**config.mk**
```make
export PLATFORM = sky130hd
export DESIGN_NAME = seq_shift_add_mult_flat
export DESIGN_NICKNAME = d
export VERILOG_FILES = /design/src/rtl/seq_shift_add_mult_if.sv /design/src/rtl/seq_shift_add_mult.sv /design/src/flat_wrapper.sv
export SDC_FILE = /design/constraint.sdc
export NUM_CORES = 1
export LEC_CHECK = 0
export CORE_MARGIN = 4
export CORE_UTILIZATION = 54
export CTS_BUF_LIST = sky130_fd_sc_hd__clkbuf_4
export CTS_CLUSTER_DIAMETER = 100
export DETAILED_ROUTE_END_ITERATION = 10
export GPL_TIMING_DRIVEN = 1
export HOLD_SLACK_MARGIN = 0.1
export PLACE_DENSITY = 0.91
export SYNTH_ARGS = -nofsm -noshare
export SYNTH_HDL_FRONTEND = slang
export SYNTH_SLANG_ARGS = --single-unit
```
**constraint.sdc**
```tcl
create_clock -name blif_clk_net -period 3.2 [get_ports blif_clk_net]
set_clock_uncertainty 0.2 [all_clocks]
set_input_delay 0.64 -clock blif_clk_net [delete_from_list [all_inputs] [get_ports blif_clk_net]]
set_output_delay 0.64 -clock blif_clk_net [all_outputs]
set_load 0.02 [all_outputs]
```
**src/rtl/seq_shift_add_mult_if.sv**
```systemverilog
// Handshake and operand/result bundle for the sequential shift-add multiplier.
// The master drives a request; the slave (the multiplier) returns the product and status.
interface seq_shift_add_mult_if #(
  parameter int WIDTH = 4
);
  logic               START;
  logic               SIGNED;
  logic [WIDTH-1:0]   A;
  logic [WIDTH-1:0]   B;
  logic [2*WIDTH-1:0] P;
  logic               READY;
  logic               DONE;
  logic               CNTVCO;
  logic               CNTVCON;

  modport master (
    output START, SIGNED, A, B,
    input  P, READY, DONE, CNTVCO, CNTVCON
  );

  modport slave (
    input  START, SIGNED, A, B,
    output P, READY, DONE, CNTVCO, CNTVCON
  );
endinterface

```
**src/rtl/seq_shift_add_mult.sv**
```systemverilog
// Sequential shift-add multiplier: one partial-product step per clock, WIDTH
// steps per product, unsigned or two's-complement operands. The last product
// is held in P until the next operation completes.
module seq_shift_add_mult #(
  parameter int WIDTH     = 4,
  parameter bit SIGNED_EN = 1'b1
) (
  input  logic                 blif_clk_net,
  input  logic                 blif_reset_net,
  seq_shift_add_mult_if.slave  bus
);

  localparam int CW = (WIDTH > 1) ? $clog2(WIDTH) : 1;
  localparam int AW = 2 * WIDTH + 1;
  localparam logic [CW-1:0] CNT_LAST = CW'(WIDTH - 1);

  typedef enum logic {
    IDLE,
    RUN
  } state_t;

  state_t             state_q, state_d;
  logic [CW-1:0]      cnt_q, cnt_d;
  logic [AW-1:0]      acc_q, acc_d;
  logic [WIDTH-1:0]   mcand_q, mcand_d;
  logic [WIDTH-1:0]   mplr_q, mplr_d;
  logic               sgn_q, sgn_d;
  logic [2*WIDTH-1:0] p_q, p_d;
  logic               done_q, done_d;

  // Datapath helpers for the current step.
  logic               last_step;
  logic [WIDTH:0]     mcand_ext;
  logic [WIDTH:0]     acc_top;
  logic [WIDTH:0]     step_sum;
  logic               fill_bit;
  logic [AW-1:0]      acc_step;

  // Next-state and datapath step: add/subtract the multiplicand into the top
  // half of acc, then shift the whole accumulator right by one.
  always_comb begin
    // NOTE: every variable gets a default before any branch so no latch is inferred.
    state_d  = state_q;
    cnt_d    = cnt_q;
    acc_d    = acc_q;
    mcand_d  = mcand_q;
    mplr_d   = mplr_q;
    sgn_d    = sgn_q;
    p_d      = p_q;
    done_d   = 1'b0;

    last_step = (cnt_q == CNT_LAST);
    mcand_ext = sgn_q ? {mcand_q[WIDTH-1], mcand_q} : {1'b0, mcand_q};
    acc_top   = acc_q[AW-1:WIDTH];

    // The final step of a signed product weights B's sign bit negatively.
    if (mplr_q[0]) begin
      step_sum = (sgn_q && last_step) ? acc_top - mcand_ext : acc_top + mcand_ext;
    end else begin
      step_sum = acc_top;
    end

    // Signed: replicate the sign. Unsigned: the carry already sits in step_sum's
    // top bit and moves down into the product, so the guard refills with zero.
    fill_bit = sgn_q ? step_sum[WIDTH] : 1'b0;
    acc_step = AW'({fill_bit, step_sum, acc_q[WIDTH-1:0]} >> 1);

    unique case (state_q)
      IDLE: begin
        if (bus.START) begin
          mcand_d = bus.A;
          mplr_d  = bus.B;
          sgn_d   = bus.SIGNED & SIGNED_EN;
          acc_d   = '0;
          cnt_d   = '0;
          state_d = RUN;
        end
      end
      RUN: begin
        acc_d  = acc_step;
        mplr_d = mplr_q >> 1;
        cnt_d  = cnt_q + CW'(1);
        if (last_step) begin
          p_d     = acc_step[2*WIDTH-1:0];
          done_d  = 1'b1;
          cnt_d   = '0;
          state_d = IDLE;
        end
      end
      default: state_d = IDLE;
    endcase
  end

  // State and datapath registers with synchronous active-low reset.
  always_ff @(posedge blif_clk_net) begin
    // NOTE: non-blocking assignments so every flop samples pre-edge values.
    if (!blif_reset_net) begin
      // NOTE: operand registers are reset too; they are few flops and it keeps
      // every observable and internal value deterministic after reset.
      state_q <= IDLE;
      cnt_q   <= '0;
      acc_q   <= '0;
      mcand_q <= '0;
      mplr_q  <= '0;
      sgn_q   <= 1'b0;
      p_q     <= '0;
      done_q  <= 1'b0;
    end else begin
      state_q <= state_d;
      cnt_q   <= cnt_d;
      acc_q   <= acc_d;
      mcand_q <= mcand_d;
      mplr_q  <= mplr_d;
      sgn_q   <= sgn_d;
      p_q     <= p_d;
      done_q  <= done_d;
    end
  end

  // Status outputs decoded from state and step count.
  assign bus.P       = p_q;
  assign bus.READY   = (state_q == IDLE);
  assign bus.DONE    = done_q;
  assign bus.CNTVCO  = (state_q == RUN) && (cnt_q == CNT_LAST);
  assign bus.CNTVCON = ~bus.CNTVCO;

endmodule

```
**src/flat_wrapper.sv**
```systemverilog
// flat-port wrapper written by rule: the top's interface ports become plain ports
module seq_shift_add_mult_flat 
#(
  parameter int WIDTH     = 4,
  parameter bit SIGNED_EN = 1'b1
)
  (blif_clk_net, blif_reset_net, bus_START, bus_SIGNED, bus_A, bus_B, bus_P, bus_READY, bus_DONE, bus_CNTVCO, bus_CNTVCON);
  seq_shift_add_mult_if #(.WIDTH(WIDTH)) bus_i ();
  input  logic blif_clk_net;
  input  logic blif_reset_net;
  input wire logic [$bits(bus_i.START)-1:0] bus_START;
  input wire logic [$bits(bus_i.SIGNED)-1:0] bus_SIGNED;
  input wire logic [$bits(bus_i.A)-1:0] bus_A;
  input wire logic [$bits(bus_i.B)-1:0] bus_B;
  output wire logic [$bits(bus_i.P)-1:0] bus_P;
  output wire logic [$bits(bus_i.READY)-1:0] bus_READY;
  output wire logic [$bits(bus_i.DONE)-1:0] bus_DONE;
  output wire logic [$bits(bus_i.CNTVCO)-1:0] bus_CNTVCO;
  output wire logic [$bits(bus_i.CNTVCON)-1:0] bus_CNTVCON;
  assign bus_i.START = bus_START;
  assign bus_i.SIGNED = bus_SIGNED;
  assign bus_i.A = bus_A;
  assign bus_i.B = bus_B;
  assign bus_P = bus_i.P;
  assign bus_READY = bus_i.READY;
  assign bus_DONE = bus_i.DONE;
  assign bus_CNTVCO = bus_i.CNTVCO;
  assign bus_CNTVCON = bus_i.CNTVCON;
  seq_shift_add_mult #(.WIDTH(WIDTH), .SIGNED_EN(SIGNED_EN)) u_core (.blif_clk_net(blif_clk_net), .blif_reset_net(blif_reset_net), .bus(bus_i));
endmodule
```
# Yosys cells after proc, flatten, opt, wreduce, memory -nomap -nowiden
# Cells that the tools add are included.
totals:
  regBits: 30
  in_bits: 12
  output_inout_bits: 12
  elab_cells: 35
classes:
  addsub: 3
  n_eq_ne: 2
  muxes: 15
  n_bitwise: 2
  reduce_logical: 5
ops:
  columns: ["op", "count"]
  rows:
  - ["case mux 9 bit (2 select lines)", 1]
  - ["two-way mux 5 bit", 3]
  - ["two-way mux 9 bit", 1]
  - ["case mux 4 bit (2 select lines)", 1]
  - ["AND reduction 2 bit", 3]
  - ["adder 5 bit", 1]
  - ["subtractor 5 bit", 1]
  - ["two-way mux 1 bit", 4]
  - ["two-way mux 2 bit", 2]
  - ["two-way mux 4 bit", 1]
  - ["case mux 2 bit (2 select lines)", 1]
  - ["adder 2 x 1 -> 2 bit (second input constant)", 1]
  - ["equality test 2 bit (second input constant)", 1]
  - ["logical AND 1 bit", 2]
  - ["inequality test 2 bit (second input constant)", 1]
  - ["NOT 1 bit", 2]
  - ["case mux 1 bit (2 select lines)", 1]

# Depth between registers and ports, before layout
depth:
  depth_word: 6
  mapped_depth: 11
  mapped_depth_nobuf: 11

# Worst setup path before layout
# Ideal clock, no wire load.
synth_timing:
  path_kind: "reg-to-reg"
  startpoint: "reg u_core.mcand_q[0]"
  endpoint: "reg u_core.acc_q[7]"
  setup_ps: 115
  t_arrival_ps: 2234
  t_required_ps: 2885
  path_slack_ps: 650
  stages_incl_launch_ff: 12
  path_buffers: 0
  synth_period_minus_slack_ps: 2550
  cell_sequence: "dfxtp_1 -> inv_1 -> ha_1 -> nand2_1 -> o21ai_0 -> fa_1 -> nand2b_1 -> a21oi_1 -> nor2_1 -> mux2_4 -> xor2_2 -> a31o_1"
synth_via:
  elab_chain_cells: 5
  elab_cells_between_ends: 6
  cone_classes: "2 x add/sub; 4 x mux"
synth_lines:
  columns: ["element", "line_no", "source"]
  rows:
  - ["from (decl)", "seq_shift_add_mult.sv:25", "logic [WIDTH-1:0] mcand_q, mcand_d;"]
  - ["from (signal assigned)", "seq_shift_add_mult.sv:112", "mcand_q <= mcand_d;"]
  - ["two-way mux 5 bit *", "seq_shift_add_mult.sv:53", "mcand_ext = sgn_q ? {mcand_q[WIDTH-1], mcand_q} : {1'b0, mcand_q};"]
  - ["adder 5 bit / subtractor 5 bit (equally long branches)", "seq_shift_add_mult.sv:58", "step_sum = (sgn_q && last_step) ? acc_top - mcand_ext : acc_top + mcand_ext;"]
  - ["two-way mux 5 bit *", "seq_shift_add_mult.sv:58", null]
  - ["two-way mux 5 bit *", "seq_shift_add_mult.sv:57", "if (mplr_q[0]) begin"]
  - ["case mux 9 bit (2 select lines) *", "seq_shift_add_mult.sv:68", "unique case (state_q)"]
  - ["to (signal assigned)", "seq_shift_add_mult.sv:102", "acc_q <= '0;"]
  - ["to (signal assigned)", "seq_shift_add_mult.sv:111", "acc_q <= acc_d;"]
  - ["to (decl)", "seq_shift_add_mult.sv:24", "logic [AW-1:0] acc_q, acc_d;"]
# Mark *: on every way between the ends. The rest lies on a longest branch, timed or not.
# A chain may end at the register's enable or synchronous reset.

# Worst setup path after layout
# Same ends and word-level chain as after synthesis.

==> out/qor.csv <==
metric;value;unit
finalHoldViolations;0;
place_congestion;0.837;
clk-insertion-delay-late;0.33;ns
cts_htree_levels;2;
num_vias;1218;
ioPinCount;24;
synth_top_family_by_area;simple AND/OR/NAND/NOR gates;
grt_usage;20.8;%
diodes;0;
fin_cells;223;
syn_to_final_growth;24.9;%
antenna_found_initial;0;
clk_pin_slew_worst_paths;0.09;ns
max_freq;362;MHz
setup_slack;0.440;ns
dp_slack;0.449;ns
cp.arrival;2.79;ns
synth-seq-area-share;42.3;%
cts.sinks;29;
postCtsSetupRepairBufs;0;
syn_nets;186;
critPathKind;flop to flop;
period_needed;2.76;ns
dr.pass1.iters;4;
netlist_top_cells_area;dfxtp_1 (42%), a21oi_1 (8.7%), nor2_1 (8.2%);
fillCellCount;187;
nets;211;
worstSetupPathDepth;11;
setup_viol;0;
synth_fa_ha_area_share;6.92;%
switching_share;25.1;%
irDropWorstVdd;0.373;mV
synth_mux_area_share;7.01;%
routedWlPerCell;13.8;um
start_util;56.0;%
cts_resized;0;
drtAntennaViolNets;0;
synth_top_area_share;42.3;%
hold_buffers;0;
leakage;0.672;nW
dp_hpwl;2330;um
cp_num_buf_inv;1;
drc;0;
synth_cells;167;
synth-xor-area-share;3.73;%
final_util;69.9;%
grt_overflow;0;
core-area;2450;um^2
powerDensity;467;nW/um^2
p_int;0.600;mW
outcome;finished, final reports clean;
dieArea;3420;um^2
clock-root-buffer;clkbuf_4;
clockPowerShare;37.0;%
syn_area;1370;um^2
synth_compound_area_share;15.2;%
crit_family;adder cells;
hold_path.class;flop to flop;
period_share;86.2;%
slew_viol_final;0;
cp_slowest_cell;fa_1;
dp_cells;215;
critPathLaunchType;flop;
yosys_warnings;0;
synthTopCellsByCount;nor2_1 (30), dfxtp_1 (29), a21oi_1 (24);
wl;3070;um
setup_tns;0;ns
endpoint_kind;flop;
whs_path_depth;2;
cts_tree;yes;
avgViaCountPerCell;5.46;
critPathMaxStageDelay;0.49;ns
die_y;58.4;um
port_buffers;23;
synth_cell_types;35;
yosysTopAreaCell;dfxtp_1;
cp_max_fo;3;
grt_pass1_vias;1212;
ys.flop_type;dfxtp_1;
ys_ff_latch;29;
seqPwrFrac;47.6;%
cts_buffer_depth;2;
cap_viol_max_count;0;
syn_avg_cell_area;8.23;um^2
comb_power_share;15.4;%
crit_chain;inv_1 -> ha_1 -> nand2_1 -> o21ai_0 -> fa_1 -> nand2b_1 -> a21oi_1 -> nor2_1 -> mux2_4 -> xor2_2 -> a31o_1;
synth_edf_count;0;
ff2ff_path_depth;11;
grt_max_degree;25;
switchingPower;0.201;mW
rsz0062_at_grt;false;
drtIter0Drc;38;
async_flop_share;0;%
cts_buffers;5;
synth-simple-area-share;19.0;%
num_rows;18;
worst_pin_slew;0.562;ns
slew_headroom;62.4;%
synthMostInstantiatedCell;nor2_1;
drive_above_1_share;8.29;%
grt_pass1_wl;5220;um
crit_required;3.23;ns
die_x;58.4;um
-- per-layer routing --
layer	wire length (um)	up-vias	global-route usage (%)	part of all wire (%)
met1	1180	562	21.6	39
met5	0	-	0	0
met2	1570	40	35.7	51
met4	93	0	11.6	3.0
li1	-	604	-	-
met3	217	12	7.68	7.1
-- power groups by stage --
stage / Combinational, mW / Sequential (mW) / Clock (mW)
after floorplan: 0.0870 / 0.385 / 0
final: 0.123 / 0.381 / 0.297
after CTS: 0.123 / 0.380 / 0.306
after global routing: 0.138 / 0.382 / 0.318
after detailed placement: 0.123 / 0.389 / 0
after global placement: 0.115 / 0.388 / 0
-- worst reg2reg max path, delay by kind of cell, from the launching register on --
kind                     cells  cell delay (ns)
adder cells (fa/ha/maj)      2             0.79
AO/OA/AOI/OAI                3             0.53
flip-flops                   1             0.36
AND/OR/NAND/NOR              3             0.28
multiplexers                 1             0.27
XOR/XNOR                     1             0.16
buffers and inverters        1             0.08
-- cells in the final DEF, fill, tap and decap left out, types with 2 or more instances in the layout --
cell	netlist	layout
nor3_1	6	6
clkbuf_4	0	6
buf_4	0	4
clkinv_1	1	2
o21ai_0	3	3
ha_1	6	6
a21oi_1	24	24
clkdlybuf4s50_1	0	23
inv_1	11	11
mux2i_1	7	7
nand2_1	14	14
xnor2_1	3	3
dfxtp_1	29	29
nor2_1	30	30
nor3b_1	4	4
-- worst paths after layout --
kind / startpoint / slack, ns / endpoint
worst min register to register: u_core.acc_q[2]$_SDFFE_PN0P_ / 0.27 / u_core.bus.P[1]$_SDFFE_PN0P_
worst max-delay path: u_core.mcand_q[0]$_SDFFE_PN0P_ / 0.44 / u_core.acc_q[7]$_SDFFE_PN0P_
worst min-delay path: u_core.acc_q[2]$_SDFFE_PN0P_ / 0.27 / u_core.bus.P[1]$_SDFFE_PN0P_
worst max register to register: u_core.mcand_q[0]$_SDFFE_PN0P_ / 0.44 / u_core.acc_q[7]$_SDFFE_PN0P_
-- through the flow --
| stage | total power, mW | hold slack [ns] | area (um^2) |
|---|---|---|---|
| 6_report | 0.801 | 0.270 | 1720 |
| 5_1_grt | 0.838 | 0.296 | 1720 |
| 4_1_cts | 0.810 | 0.275 | 1720 |
| 3_5_place_dp | 0.512 | 0.261 | 1640 |
| 3_3_place_gp | 0.503 | 0.235 | 1640 |
| 2_1_floorplan | 0.472 | 0.227 | 1370 |
-- state kept, by name, summed over array words and instances (netlist names) --
register         flops
u_core.acc_q         8
u_core.bus.DONE      1
u_core.bus.P         8
u_core.cnt_q         2
u_core.mcand_q       4
u_core.mplr_q        4
u_core.sgn_q         1
u_core.state_q       1
-- area by class of cell --
cell class / instances / area (um^2) / share of cell area, %
multi-input cells: 117 / 713 / 41.6
flip-flops and latches: 29 / 581 / 33.8
repair buffers: 27 / 260 / 15.2
clock buffers: 6 / 45.0 / 2.63
inverters: 12 / 45.0 / 2.63
well taps: 30 / 37.5 / 2.19
clock inverters: 2 / 33.8 / 1.97
-- cell families (layout without fill, tap and decap cells) --
group,count (synthesis),after routing
AOI/OAI and AO/OA,36,36
xor gates and xnor gates,5,5
adders and majority gates,7,7
buffers and inverters,21,47
DFF,29,29
muxes,9,9
and+or+nand+nor,60,60
Note: power is estimated with default switching activity, not from simulation.
